--- src/rtl/phy_tx_lane_serializer.sv ---
// Transmit serializer: time-division multiplexes LANES byte channels onto one
// serial line with comma bring-up and frame-aligned resynchronisation.
//
// state  | meaning
// SYNC   | sending COM symbols so the receiver can find symbol/frame alignment
// ACTIVE | one slot per lane in turn; IDLE when the lane is masked or empty
module phy_tx_lane_serializer #(
    parameter int               LANES     = 4,
    parameter int               WIDTH     = 8,
    parameter logic [WIDTH-1:0] COM       = 8'hBC,
    parameter logic [WIDTH-1:0] IDLE      = 8'h7C,
    parameter int               COM_COUNT = 4
) (
    input  logic                   clk_32f,
    input  logic                   default_values,
    input  logic [LANES*WIDTH-1:0] data_in,
    input  logic [LANES-1:0]       valid_in,
    input  logic [LANES-1:0]       lane_en,
    input  logic                   resync,
    output logic [LANES-1:0]       ready_out,
    output logic                   data_out,
    output logic                   active,
    output logic                   idle_out
);

    localparam int BCW = $clog2(WIDTH);
    localparam int LPW = $clog2(LANES);
    localparam int CCW = (COM_COUNT > 1) ? $clog2(COM_COUNT) : 1;

    typedef enum logic {SYNC, ACTIVE} state_t;

    state_t           state_q, state_d;
    logic [BCW-1:0]   bit_cnt_q, bit_cnt_d;
    logic [LPW-1:0]   lane_ptr_q, lane_ptr_d;
    logic [CCW-1:0]   com_cnt_q, com_cnt_d;
    logic [CCW-1:0]   com_base;
    logic [WIDTH-1:0] shift_q, shift_d;
    logic [LANES-1:0] lane_en_q, lane_en_d;
    logic [LANES-1:0] mask_eff;
    logic             sync_done_q, sync_done_d;
    logic             resync_pend_q, resync_pend_d;
    logic             first_q, first_d;
    logic             idle_q, idle_d;
    logic             active_q, active_d;
    logic [WIDTH-1:0] sym;
    logic [WIDTH-1:0] lane_byte;
    logic             load;
    logic             frame_start;

    assign load        = first_q || (bit_cnt_q == BCW'(WIDTH - 1));
    assign frame_start = (lane_ptr_q == '0);
    assign lane_byte   = data_in[lane_ptr_q*WIDTH +: WIDTH];
    // The frame's mask is taken live at slot 0 so lane 0 obeys the new mask too.
    assign mask_eff    = frame_start ? lane_en : lane_en_q;

    always_comb begin
        state_d       = state_q;
        bit_cnt_d     = bit_cnt_q + 1'b1;
        lane_ptr_d    = lane_ptr_q;
        com_cnt_d     = com_cnt_q;
        com_base      = com_cnt_q;
        sync_done_d   = sync_done_q;
        lane_en_d     = lane_en_q;
        first_d       = 1'b0;
        shift_d       = {shift_q[WIDTH-2:0], 1'b0};
        idle_d        = idle_q;
        active_d      = active_q;
        resync_pend_d = (state_q == ACTIVE) && (resync_pend_q || resync);
        ready_out     = '0;
        sym           = IDLE;
        if (load) begin
            bit_cnt_d = '0;
            if ((state_q == SYNC && !sync_done_q) ||
                (state_q == ACTIVE && frame_start && resync_pend_q)) begin
                sym           = COM;
                state_d       = SYNC;
                active_d      = 1'b0;
                lane_ptr_d    = '0;
                resync_pend_d = 1'b0;
                if (state_q == ACTIVE) begin
                    com_base = '0;
                end
                if (com_base == CCW'(COM_COUNT - 1)) begin
                    sync_done_d = 1'b1;
                    com_cnt_d   = '0;
                end else begin
                    com_cnt_d = com_base + 1'b1;
                end
            end else begin
                state_d     = ACTIVE;
                active_d    = 1'b1;
                sync_done_d = 1'b0;
                if (frame_start) begin
                    lane_en_d = lane_en;
                end
                if (mask_eff[lane_ptr_q] && valid_in[lane_ptr_q]) begin
                    sym                   = lane_byte;
                    ready_out[lane_ptr_q] = 1'b1;
                end
                lane_ptr_d = (lane_ptr_q == LPW'(LANES - 1)) ? '0 : lane_ptr_q + 1'b1;
            end
            shift_d = sym;
            idle_d  = (sym == IDLE);
        end
    end

    always_ff @(posedge clk_32f or negedge default_values) begin
        if (!default_values) begin
            state_q       <= SYNC;
            bit_cnt_q     <= '0;
            lane_ptr_q    <= '0;
            com_cnt_q     <= '0;
            sync_done_q   <= 1'b0;
            lane_en_q     <= '0;
            first_q       <= 1'b1;
            shift_q       <= '0;
            idle_q        <= 1'b0;
            active_q      <= 1'b0;
            resync_pend_q <= 1'b0;
        end else begin
            state_q       <= state_d;
            bit_cnt_q     <= bit_cnt_d;
            lane_ptr_q    <= lane_ptr_d;
            com_cnt_q     <= com_cnt_d;
            sync_done_q   <= sync_done_d;
            lane_en_q     <= lane_en_d;
            first_q       <= first_d;
            shift_q       <= shift_d;
            idle_q        <= idle_d;
            active_q      <= active_d;
            resync_pend_q <= resync_pend_d;
        end
    end

    assign data_out = shift_q[WIDTH-1];
    assign active   = active_q;
    assign idle_out = idle_q;

endmodule

--- config.mk ---
export PLATFORM = sky130hd
export DESIGN_NAME = phy_tx_lane_serializer
export DESIGN_NICKNAME = d
export VERILOG_FILES = /design/src/rtl/phy_tx_lane_serializer.sv
export SDC_FILE = /design/constraint.sdc
export NUM_CORES = 1
export LEC_CHECK = 0
export CAP_MARGIN = 0
export CORE_AREA = 2 2 59 66
export DETAILED_ROUTE_END_ITERATION = 8
export DIE_AREA = 0 0 61 68
export DONT_BUFFER_PORTS = 1
export GPL_ROUTABILITY_DRIVEN = 0
export PLACE_DENSITY_LB_ADDON = 0.05
export SLEW_MARGIN = 20
export SYNTH_ARGS = -nofsm -noshare
export SYNTH_HDL_FRONTEND = slang
export SYNTH_SLANG_ARGS = --single-unit
--- constraint.sdc ---
create_clock -name clk_32f -period 6.7 [get_ports clk_32f]
set_clock_uncertainty 0.15 [all_clocks]
set_input_delay 1.005 -clock clk_32f [delete_from_list [all_inputs] [get_ports clk_32f]]
set_output_delay 1.005 -clock clk_32f [all_outputs]
set_load 0.01 [all_outputs]
# Word-level counts from Yosys, hierarchy flattened
# Index checks and enable logic that the tools add are counted.
[op_classes] add_sub_neg=3 mul=0 div_mod_pow=0 n_lt_le_gt_ge=2 eq_ne=5 shift=1 muxes=26 bitwise_logic=2 reduce_logical=14
[op_table] operator="2-to-1 mux 8 bit" count=4
[op_table] operator="indexed part select 32 x 6 -> 8 bit" count=1
[op_table] operator="2-to-1 mux 4 bit" count=4
[op_table] operator="2-to-1 mux 2 bit" count=6
[op_table] operator="== test 8 x 7 -> 1 bit (second input constant)" count=1
[op_table] operator="2-to-1 mux 1 bit" count=8
[op_table] operator="logical AND 1 bit" count=6
[op_table] operator="AND reduction 2 bit" count=3
[op_table] operator="adder 2 x 1 -> 2 bit (second input constant)" count=2
[op_table] operator="binary-select mux 1 bit (select 2 bit)" count=2
[op_table] operator="== test 2 bit (second input constant)" count=2
[op_table] operator="adder 3 x 1 -> 3 bit (second input constant)" count=1
[op_table] operator="== test 3 bit (second input constant)" count=1
[op_table] operator="logical OR 1 bit" count=3
[op_table] operator="< comparator 2 x 3 -> 1 bit (second input constant)" count=1
[op_table] operator="2-to-1 mux 3 bit" count=1
[op_table] operator="demux 1 bit (select 2 bit)" count=1
[op_table] operator=">= comparator 2 x 1 -> 1 bit (second input constant)" count=1
[op_table] operator="zero test 2 bit" count=1
[op_table] operator="inequality test 2 x 1 -> 1 bit (second input constant)" count=1
[op_table] operator="NOT 1 bit" count=2
[op_table] operator="zero test 1 bit" count=1
[word_totals] regBits=24 latch_bits=0 ram_bits=0 mem_bits_ro=0 elab_cells=63 n_memories=0

# Longest topological paths before layout
# Gate-level depths: netlist of the first run.
[logic_depth] word_depth=9 ltp_mapped=9 depth_no_buf=6

# Least setup slack after synthesis of the first run
# OpenSTA, ideal clock, no wires.
[synth_timing] path_kind="flip-flop to output port" from="register lane_ptr_q[1]" to="output port ready_out[1]" arrival_time_ps=2109 slack_ps=3436 path_stages_with_launch=9 n_path_buf=2 cell_sequence="dfrtp_1 > clkbuf_1 > inv_1 > ha_1 > clkbuf_1 > mux2i_1 > o221ai_1 > nand3_1 > nor2_1"
[synth_between] elab_chain_len=8 word_cells_on_any_way=18
[synth_rtl] item="from (decl)" line_no="34" rtl="logic [LPW-1:0] lane_ptr_q, lane_ptr_d;"
[synth_rtl] item="from (signal assigned)" line_no="123" rtl="lane_ptr_q <= lane_ptr_d;"
[synth_rtl] item="parallel branches: the longest is 6 deep, another holds < comparator 2 x 3 -> 1 bit"
[synth_rtl] item="2-to-1 mux 4 bit *" line_no="73" rtl="if ((state_q == SYNC && !sync_done_q) ||"
[synth_rtl] item="2-to-1 mux 4 bit *" line_no="71" rtl="if (load) begin"
[synth_rtl] item="to (decl)" line_no="20" rtl="output logic [LANES-1:0] ready_out,"
# Every way passes the cells marked *. The select of a mux whose other input is x is not followed.

# Worst setup path after layout of the first run
[layout_timing] from="register lane_ptr_q[0]" to="output port ready_out[3]"
# The elaborated chain is that of the path after synthesis.

==> flow_metrics.py, run 1 <==
metrics = {
    "worst_setup_path": {
        "crit_family": "flip-flops",
        "arrival_ns": 2.70,
        "critPathRequiredTime_ns": 5.54,
        "critPathKind": "flop to output pin",
        "reg2reg_to": "shift_q[2]$_DFF_PN0_",
        "critPathBufInv": 1,
        "crit_fanout": 12,
        "cp-end-kind": "output pin",
        "crit_path_cell_trace": "inv_1, ha_1, mux2i_1, o221ai_1, nand3_1, nor2_1",
        "startpoint_type": "flop",
        "slowest_stage": "dfrtp_1",
        "max_stage_delay_ns": 0.69,
        "r2r_slack_ns": 4.03,
        "reg2regPathDepth": 6,
        "r2r-start": "lane_ptr_q[0]$_DFFE_PN0N_",
    },
    "timing": {
        "hold_violations": 0,
        "post-route-period-util": 0.576,
        "worstMarginPinSlew_ns": 0.541,
        "layout_min_cycle_time_ns": 3.86,
        "setup_viol": 0,
        "rsz0062_at_grt": "no",
        "fmax_mhz": 259,
        "tns_ns": 0,
        "slew_headroom": 0.639,
        "slew_violations": 0,
    },
    "cells_and_area": {
        "synthToLayoutAreaGrowth_pct": 8.06,
        "drive_above_1_share": 0.126,
        "seq_area_sq_um": 602,
        "final_cell_mix": "dfrtp_1, nor2_1, inv_1",
        "fin_cells": 161,
        "post-route-util": 0.408,
        "multi_input_comb_area_sq_um": 677,
        "final_common_cell": "dfrtp_1",
        "num_antenna_cells": 0,
        "nets": 162,
        "n_fill_cell": 345,
    },
    "route": {
        "via_count": 844,
        "wire_per_inst_microns": 15.9,
        "drt-pass1-iter-count": 4,
        "drc": 0,
        "ant_nets": 0,
        "totalWireLength_microns": 2560,
        "post_drt_via_cell_ratio": 5.24,
        "drtIter0Drc": 18,
    },
    "clocking": {
        "clk_pin_slew_ns": 0.09,
        "clk_latency_ns": 0.27,
        "cts_setup_buffers": 0,
        "cts_buffer_depth": 2,
        "clkSinkCount": 24,
        "cts_hold_buf": 0,
        "htreeDepth": 1,
        "numCtsBuffers": 3,
        "cts_tree": "done",
        "cts_root_buf": "clkbuf_8",
        "postCtsResizedCells": 0,
    },
    "pwr": {
        "power_frac_seq": 0.423,
        "switching_share": 0.335,
        "clkPwrFrac": 0.220,
        "power_density_nw_per_um2": 403,
        "switchingPower_mw": 0.194,
        "combPwrFrac": 0.357,
        "ir_drop_uv": 111,
        "p_leak_nw": 0.633,
        "intPower_mw": 0.387,
    },
    "logic_synthesis": {
        "synth_enable_flop_cells": 0,
        "yosys.area_share.simple": 0.109,
        "syn_inst": 112,
        "ys.warnings.count": 0,
        "synth-xor-area-share": 0,
        "synthAdderAreaFrac": 0.0656,
        "synth_compound_area_frac": 0.101,
        "synth-seq-cells": 24,
        "ys_types": 28,
        "synthMuxAreaShare": 0.229,
        "synth_top_family_by_area": "multiplexers",
        "synthArstFlopShare": 1.00,
        "synthFlopType": "dfrtp_1",
        "ys_seq_area_frac": 0.451,
        "synth.avg_cell_area_sq_um": 11.9,
        "synth_nets": 162,
        "syn_area_sq_um": 1340,
    },
    "global_route": {
        "grt-ovfl-total": 0,
        "grt_pass1_wl_microns": 4040,
        "use_met3": 0.0265,
        "grt_max_degree": 25,
        "grt_usage": 0.135,
        "grt_busiest_layer": "met2",
        "grt_pass1_vias": 880,
        "grt_use_met2": 0.220,
        "use_met1": 0.170,
        "antenna_found_initial": 0,
    },
    "placement": {
        "dp.cells": 157,
        "hpwl_microns": 1900,
        "io_buffers": 0,
    },
    "die": {
        "die_area_sq_um": 4150,
        "ioPinCount": 50,
        "initial_core_util": 0.377,
        "die_x_microns": 61,
        "rows": 23,
        "coreArea_sq_um": 3540,
        "die-height_microns": 68,
    },
    "outcome": {
        "status": "completed",
    },
    "flow_run": {
        "drv_cap": 0,
    },
    "worst_hold_path": {
        "min_path_type": "input port to asynchronous set/reset pin",
    },
}
==> cells in the mapped netlist, drive strengths merged, types with 3 or more instances <==
library cell | count | area [sq um]
nor2 | 9 | 33.8
nand2 | 7 | 26.3
mux2i | 5 | 50.1
ha | 7 | 87.6
nand3 | 5 | 25.0
o21ai | 5 | 25.0
a21oi | 3 | 15.0
dfrtp | 23 | 576
clkbuf | 4 | 15.0
mux4 | 8 | 199
inv | 8 | 30.0
o22a | 4 | 35.0
mux2 | 5 | 56.3
==> power by group through the flow <==
stage	clock network, mW	registers [mW]	logic [mW]
floorplan	0	0.224	0.197
global placement	0	0.250	0.205
detailed placement	0	0.250	0.210
CTS	0.132	0.247	0.211
global route	0.138	0.255	0.234
finish	0.128	0.246	0.208
==> worst register-to-register path: cells and delay by family, from the launching register on <==
kind                       cells  cell delay [ns]
DFF                            1             0.69
AOI/OAI and AO/OA              2             0.67
buffers and inverters          1             0.20
muxes                          1             0.16
and+or+nand+nor                1             0.35
adders and majority gates      1             0.35
==> worst max-delay path by stage <==
stage,cells after the start,startpoint,end,slack (ns)
4_1_cts,6,lane_ptr_q[0]$_DFFE_PN0N_,ready_out[3],2.75
6_report,6,lane_ptr_q[0]$_DFFE_PN0N_,ready_out[3],2.84
3_5_place_dp,6,lane_ptr_q[0]$_DFFE_PN0N_,ready_out[3],3.05
3_3_place_gp,6,lane_ptr_q[0]$_DFFE_PN0N_,ready_out[1],3.23
5_1_grt,6,lane_ptr_q[0]$_DFFE_PN0N_,ready_out[3],2.52
2_1_floorplan,8,lane_ptr_q[1]$_DFFE_PN0N_,ready_out[1],3.44
==> metal layers <==
layer	up-vias	wire length, microns
met5	-	0
met4	0	38
met3	4	128
met2	31	1260
met1	401	1130
li1	408	-
==> flip-flops by register name, summed over array words and instances, names as in the netlist <==
signal and cells:
shift_q 8, idle_out 1, active 1, bit_cnt_q 3
com_cnt_q 2, first_q 1, resync_pend_q 1, sync_done_q 1
lane_ptr_q 2, lane_en_q 4
==> area by class of cell <==
cell class                 instances  area share
clock inverter                     1      0.0208
inverter                           8      0.0208
sequential                        24       0.417
clock buffer                       3      0.0286
tap                               50      0.0434
multi-input combinational         75       0.469
==> logic make-up after synthesis <==
group / Yosys count
simple gates: 30
flops: 24
compound gates: 19
mux: 18
buf+inv: 13
fa+ha+maj: 7
other cells: 1
==> per-stage QoR <==
step / cell area, sq um / hold WS (ns) / total power [mW] / worst slack, ns
after floorplan: 1340 / 0.260 / 0.420 / 3.44
after global placement: 1370 / 0.273 / 0.455 / 3.23
after detailed placement: 1370 / 0.286 / 0.460 / 3.05
after CTS: 1440 / 0.262 / 0.589 / 2.75
after global routing: 1440 / 0.249 / 0.627 / 2.52
final: 1440 / 0.268 / 0.581 / 2.84
(Power assumes the default switching activity.)
==> run 2: changes to the inputs <==
clock period = 4.05 ns   (was 6.7 ns; I/O delays follow)
==> run 2 against run 1 <==
Total power grew 66%. Cell area grew 0.35%. Register-to-register slack lost 2.7 ns. First-iteration DRC count grew to 4.2 times the previous value. Critical endpoint is now ready_out[2]. Die area is the same. Wire length shrank 1.3%. Sequential power grew 65%. Clock power grew 64%. Flip-flop and latch count is the same. Global-route usage grew 0.30 points.
==> flow_metrics.py, run 2 (synthesis results as in run 1) <==
metrics = {
    "flow_run": {
        "drv_cap": 0,
    },
    "worst_setup_path": {
        "critPathBufInv": 1,
        "startpoint_type": "flop",
        "arrival_ns": 2.72,
        "slowest_stage": "dfrtp_1",
        "crit_family": "flip-flops",
        "max_stage_delay_ns": 0.69,
        "critPathKind": "flop to output pin",
        "critPathRequiredTime_ns": 3.29,
        "crit_path_cell_trace": "inv_1, ha_1, mux2i_1, o221ai_1, nand3_1, nor2_1",
        "cp-end-kind": "output pin",
        "crit_fanout": 12,
    },
    "clocking": {
        "cts_hold_buf": 1,
        "cts_setup_buffers": 0,
        "cts_tree": "done",
        "htreeDepth": 1,
        "clk_latency_ns": 0.26,
        "cts_buffer_depth": 2,
        "numCtsBuffers": 3,
        "cts_root_buf": "clkbuf_8",
        "clk_pin_slew_ns": 0.09,
        "postCtsResizedCells": 0,
        "clkSinkCount": 24,
    },
    "pwr": {
        "p_leak_nw": 0.637,
        "switchingPower_mw": 0.326,
        "ir_drop_uv": 306,
        "combPwrFrac": 0.362,
        "switching_share": 0.337,
        "intPower_mw": 0.640,
        "power_density_nw_per_um2": 667,
        "power_frac_seq": 0.421,
        "clkPwrFrac": 0.217,
        "finalPower_mw": 0.966,
    },
    "die": {
        "die-height_microns": 68,
        "rows": 23,
        "initial_core_util": 0.377,
        "coreArea_sq_um": 3540,
        "die_area_sq_um": 4150,
        "ioPinCount": 50,
        "die_x_microns": 61,
    },
    "timing": {
        "slew_headroom": 0.642,
        "hold_violations": 0,
        "rsz0062_at_grt": "no",
        "layout_min_cycle_time_ns": 3.48,
        "tns_ns": 0,
        "post-route-period-util": 0.859,
        "slew_violations": 0,
        "setup_viol": 0,
        "worstMarginPinSlew_ns": 0.537,
        "fmax_mhz": 287,
    },
    "cells_and_area": {
        "nets": 163,
        "largest_reg_flops": 8,
        "final_common_cell": "dfrtp_1",
        "reg.largest.list": "shift_q: 8 flops, lane_en_q: 4 flops, bit_cnt_q: 3 flops",
        "synthToLayoutAreaGrowth_pct": 8.44,
        "final_cell_mix": "dfrtp_1, nor2_1, inv_1",
        "drive_above_1_share": 0.134,
        "regMostFlops": "shift_q",
        "post-route-util": 0.409,
        "stdcell_area_sq_um": 1450,
        "num_antenna_cells": 0,
    },
    "global_route": {
        "grt_use_met2": 0.218,
        "grt_pass1_vias": 919,
        "antenna_found_initial": 0,
        "grt_usage": 0.138,
        "grt_max_degree": 24,
        "use_met3": 0.0284,
        "grt_pass1_wl_microns": 4200,
        "use_met1": 0.188,
        "grt_busiest_layer": "met2",
        "grt-ovfl-total": 0,
    },
    "route": {
        "wire_per_inst_microns": 15.6,
        "drc": 0,
        "drt-pass1-iter-count": 4,
        "ant_nets": 0,
        "post_drt_via_cell_ratio": 5.35,
        "via_count": 866,
        "totalWireLength_microns": 2520,
        "drtIter0Drc": 76,
    },
    "outcome": {
        "status": "completed",
    },
    "placement": {
        "postPlaceCellArea_sq_um": 1370,
        "io_buffers": 0,
        "hpwl_microns": 1920,
    },
    "worst_hold_path": {
        "min_path_type": "input port to asynchronous set/reset pin",
    },
}
==> run 2: cell types whose count changed in the layout (fill, tap and decap cells not counted) <==
cell and delta:
buf_2 +1
==> run 2: power groups by stage <==
stage          combinational (mW)  sequential (mW)  clock (mW)
6_report                    0.350            0.406       0.210
4_1_cts                     0.355            0.409       0.214
3_5_place_dp                0.347            0.414           0
3_3_place_gp                0.340            0.413           0
2_1_floorplan               0.325            0.370           0
5_1_grt                     0.399            0.425       0.224
==> run 2: final timing paths <==
check	startpoint	end	slack, ns	cells after the start
max in group asynchronous	default_values	com_cnt_q[0]$_DFFE_PN0P_	3.24	1
hold / removal	default_values	first_q$_DFF_PN1_	0.02	0
min in group clk_32f	bit_cnt_q[0]$_DFF_PN0_	bit_cnt_q[0]$_DFF_PN0_	0.29	1
hold reg to reg	bit_cnt_q[0]$_DFF_PN0_	bit_cnt_q[0]$_DFF_PN0_	0.29	1
setup reg to reg	lane_ptr_q[0]$_DFFE_PN0N_	shift_q[2]$_DFF_PN0_	1.36	6
setup / recovery	lane_ptr_q[0]$_DFFE_PN0N_	ready_out[2]	0.57	6
==> run 2: per-layer routing <==
metal | up-vias | part of all wire
li1 | 405 | -
met1 | 424 | 0.43
met2 | 35 | 0.50
met3 | 2 | 0.062
met4 | 0 | 0.0075
met5 | - | 0
==> run 2: through the flow <==
step	setup slack, ns	instances	hold slack (ns)
finish	0.570	162	0.0240
detailed placement	0.817	157	0.163
floorplan	1.18	112	0.162
CTS	0.522	162	0.0133
global route	0.230	162	0.00425
global placement	0.975	157	0.163
==> run 2: final cells by class <==
class                   count  area [sq um]
fillers                   344          2090
well taps                  50          62.6
multi-input cells          75           677
repair buffers              1          5.00
clock inverters             1          30.0
clock buffers               3          41.3
flip-flops and latches     24           602
inverters                   8          30.0
==> run 2: worst register-to-register path, delay by kind of cell (launching register included) <==
kind,cells,cell delay (ns)
mux,1,0.16
buf+inv,1,0.20
flops,1,0.69
fa+ha+maj,1,0.36
compound gates,2,0.66
simple gates,1,0.36
==> run 3: changes to the inputs <==
==> constraint.sdc (replaced) <==
create_clock -name clk_32f -period 4.05 [get_ports clk_32f]
set_clock_uncertainty 0.15 [all_clocks]
set_input_delay 0.81 -clock clk_32f [delete_from_list [all_inputs] [get_ports clk_32f]]
set_output_delay 0.81 -clock clk_32f [all_outputs]
set_load 0.01 [all_outputs]
==> run 3 against run 2 <==
Non-clock buffer count unchanged. Clock-buffer cell count unchanged. First-iteration DRC count down 83%. Flip-flop and latch count unchanged. Combinational power up 5%. Via count down 2.7%. Final cell count unchanged. Sequential share of layout area down 0.072 points. Setup slack worse by 0.077 ns. Core utilization up 0.071 points. Hold slack better by 0.053 ns. Sequential power down 5%. Highest routed layer unchanged.
==> flow_metrics.py, run 3 (synthesis results as in run 1) <==
metrics = {
    "outcome": {
        "status": "completed",
    },
    "clocking": {
        "postCtsResizedCells": 0,
        "numCtsBuffers": 3,
        "clkSinkCount": 24,
        "clk_latency_ns": 0.26,
        "cts_setup_buffers": 0,
        "cts_tree": "done",
        "htreeDepth": 1,
        "cts_hold_buf": 0,
        "cts_buffer_depth": 2,
        "clk_pin_slew_ns": 0.09,
        "cts_root_buf": "clkbuf_8",
    },
    "cells_and_area": {
        "largest_reg_flops": 8,
        "final_cell_mix": "dfrtp_1, nor2_1, inv_1",
        "synthToLayoutAreaGrowth_pct": 8.62,
        "post-route-util": 0.410,
        "regMostFlops": "shift_q",
        "drive_above_1_share": 0.134,
        "num_antenna_cells": 0,
        "final_common_cell": "dfrtp_1",
        "reg.largest.list": "shift_q: 8 flops, lane_en_q: 4 flops, bit_cnt_q: 3 flops",
        "nets": 163,
    },
    "timing": {
        "setup_viol": 0,
        "slew_violations": 0,
        "layout_setup_ws_ns": 0.493,
        "tns_ns": 0,
        "layout_min_cycle_time_ns": 3.56,
        "rsz0062_at_grt": "no",
        "hold_violations": 0,
        "fmax_mhz": 281,
        "post-route-period-util": 0.878,
    },
    "route": {
        "post_drt_via_cell_ratio": 5.20,
        "drc": 0,
        "wire_per_inst_microns": 15.9,
        "totalWireLength_microns": 2580,
        "drtIter0Drc": 13,
        "via_count": 843,
        "drt-pass1-iter-count": 4,
        "ant_nets": 0,
    },
    "worst_setup_path": {
        "r2r-start": "lane_ptr_q[1]$_DFFE_PN0N_",
        "critPathKind": "flop to output pin",
        "startpoint_type": "flop",
        "max_stage_delay_ns": 0.64,
        "slowest_stage": "dfrtp_1",
        "crit_fanout": 15,
        "arrival_ns": 2.60,
        "crit_path_cell_trace": "inv_1, ha_1, mux2i_1, o221ai_1, nand3_1, nor2_1",
        "reg2reg_to": "shift_q[2]$_DFF_PN0_",
        "critPathRequiredTime_ns": 3.09,
        "reg2regPathDepth": 6,
        "cp-end-kind": "output pin",
        "r2r_slack_ns": 1.47,
    },
    "die": {
        "initial_core_util": 0.377,
        "die_x_microns": 61,
        "die_area_sq_um": 4150,
        "ioPinCount": 50,
        "coreArea_sq_um": 3540,
        "rows": 23,
        "die-height_microns": 68,
    },
    "pwr": {
        "power_density_nw_per_um2": 666,
        "p_leak_nw": 0.638,
        "ir_drop_uv": 282,
    },
    "global_route": {
        "grt_pass1_vias": 906,
        "grt_usage": 0.138,
        "grt_max_degree": 25,
        "grt-ovfl-total": 0,
        "antenna_found_initial": 0,
        "grt_pass1_wl_microns": 4170,
    },
    "worst_hold_path": {
        "min_path_type": "input port to asynchronous set/reset pin",
    },
    "flow_run": {
        "drv_cap": 0,
    },
    "placement": {
        "hpwl_microns": 1950,
        "dpl_worst_slack_ns": 0.730,
        "io_buffers": 0,
    },
}
-- run 3: cell count changes in the layout (fill, tap and decap cells not counted) --
cell   previous run  this run
buf_4             0         1
buf_2             1         0
-- run 3: power breakdown --
group	total (mW)	internal, mW	switching [mW]
logic	0.369	0.190	0.179
registers	0.387	0.323	0.0647
clock network	0.210	0.132	0.0775
total	0.966	0.645	0.321
-- run 3: per-layer routing --
layer / vias up / global-route usage / share of wire
met2: 31 / 0.233 / 0.49
met1: 399 / 0.170 / 0.43
met4: 0 / 0.0571 / 0.017
met3: 4 / 0.0284 / 0.056
met5: - / 0 / 0
li1: 409 / - / -
-- run 3: final cells by class --
class	count	area (sq um)
fill	336	2090
multi-input combinational	75	677
sequential	24	602
tap	50	62.6
clock buffer	3	41.3
clock inverter	1	30.0
inverter	8	30.0
timing repair buffer	1	7.51
-- run 3: worst max-delay path, delay by kind of cell (launching register included) --
family,cells,cell delay [ns]
AND/OR/NAND/NOR,2,0.67
flip-flops,1,0.64
AO/OA/AOI/OAI,1,0.39
adder cells (fa/ha/maj),1,0.32
multiplexers,1,0.16
buffers and inverters,1,0.15
-- run 3: how the worst max path moves through the flow --
stage                     slack [ns]           end                      start  cells after the start
after floorplan                 0.98  ready_out[1]  lane_ptr_q[1]$_DFFE_PN0N_                      8
after global placement          0.88  ready_out[3]  lane_ptr_q[1]$_DFFE_PN0N_                      6
after detailed placement        0.73  ready_out[1]  lane_ptr_q[1]$_DFFE_PN0N_                      6
after CTS                       0.43  ready_out[1]  lane_ptr_q[1]$_DFFE_PN0N_                      6
after global routing            0.22  ready_out[1]  lane_ptr_q[1]$_DFFE_PN0N_                      6
final                           0.49  ready_out[3]  lane_ptr_q[1]$_DFFE_PN0N_                      6
-- run 3: metrics by stage --
step	std cells	hold WS, ns	instance area (sq um)	total power, mW
after global routing	162	0.0560	1450	1.04
after floorplan	112	0.260	1340	0.696
final	162	0.0767	1450	0.966
after CTS	162	0.0701	1450	0.979
after detailed placement	158	0.284	1380	0.765
after global placement	158	0.272	1380	0.756
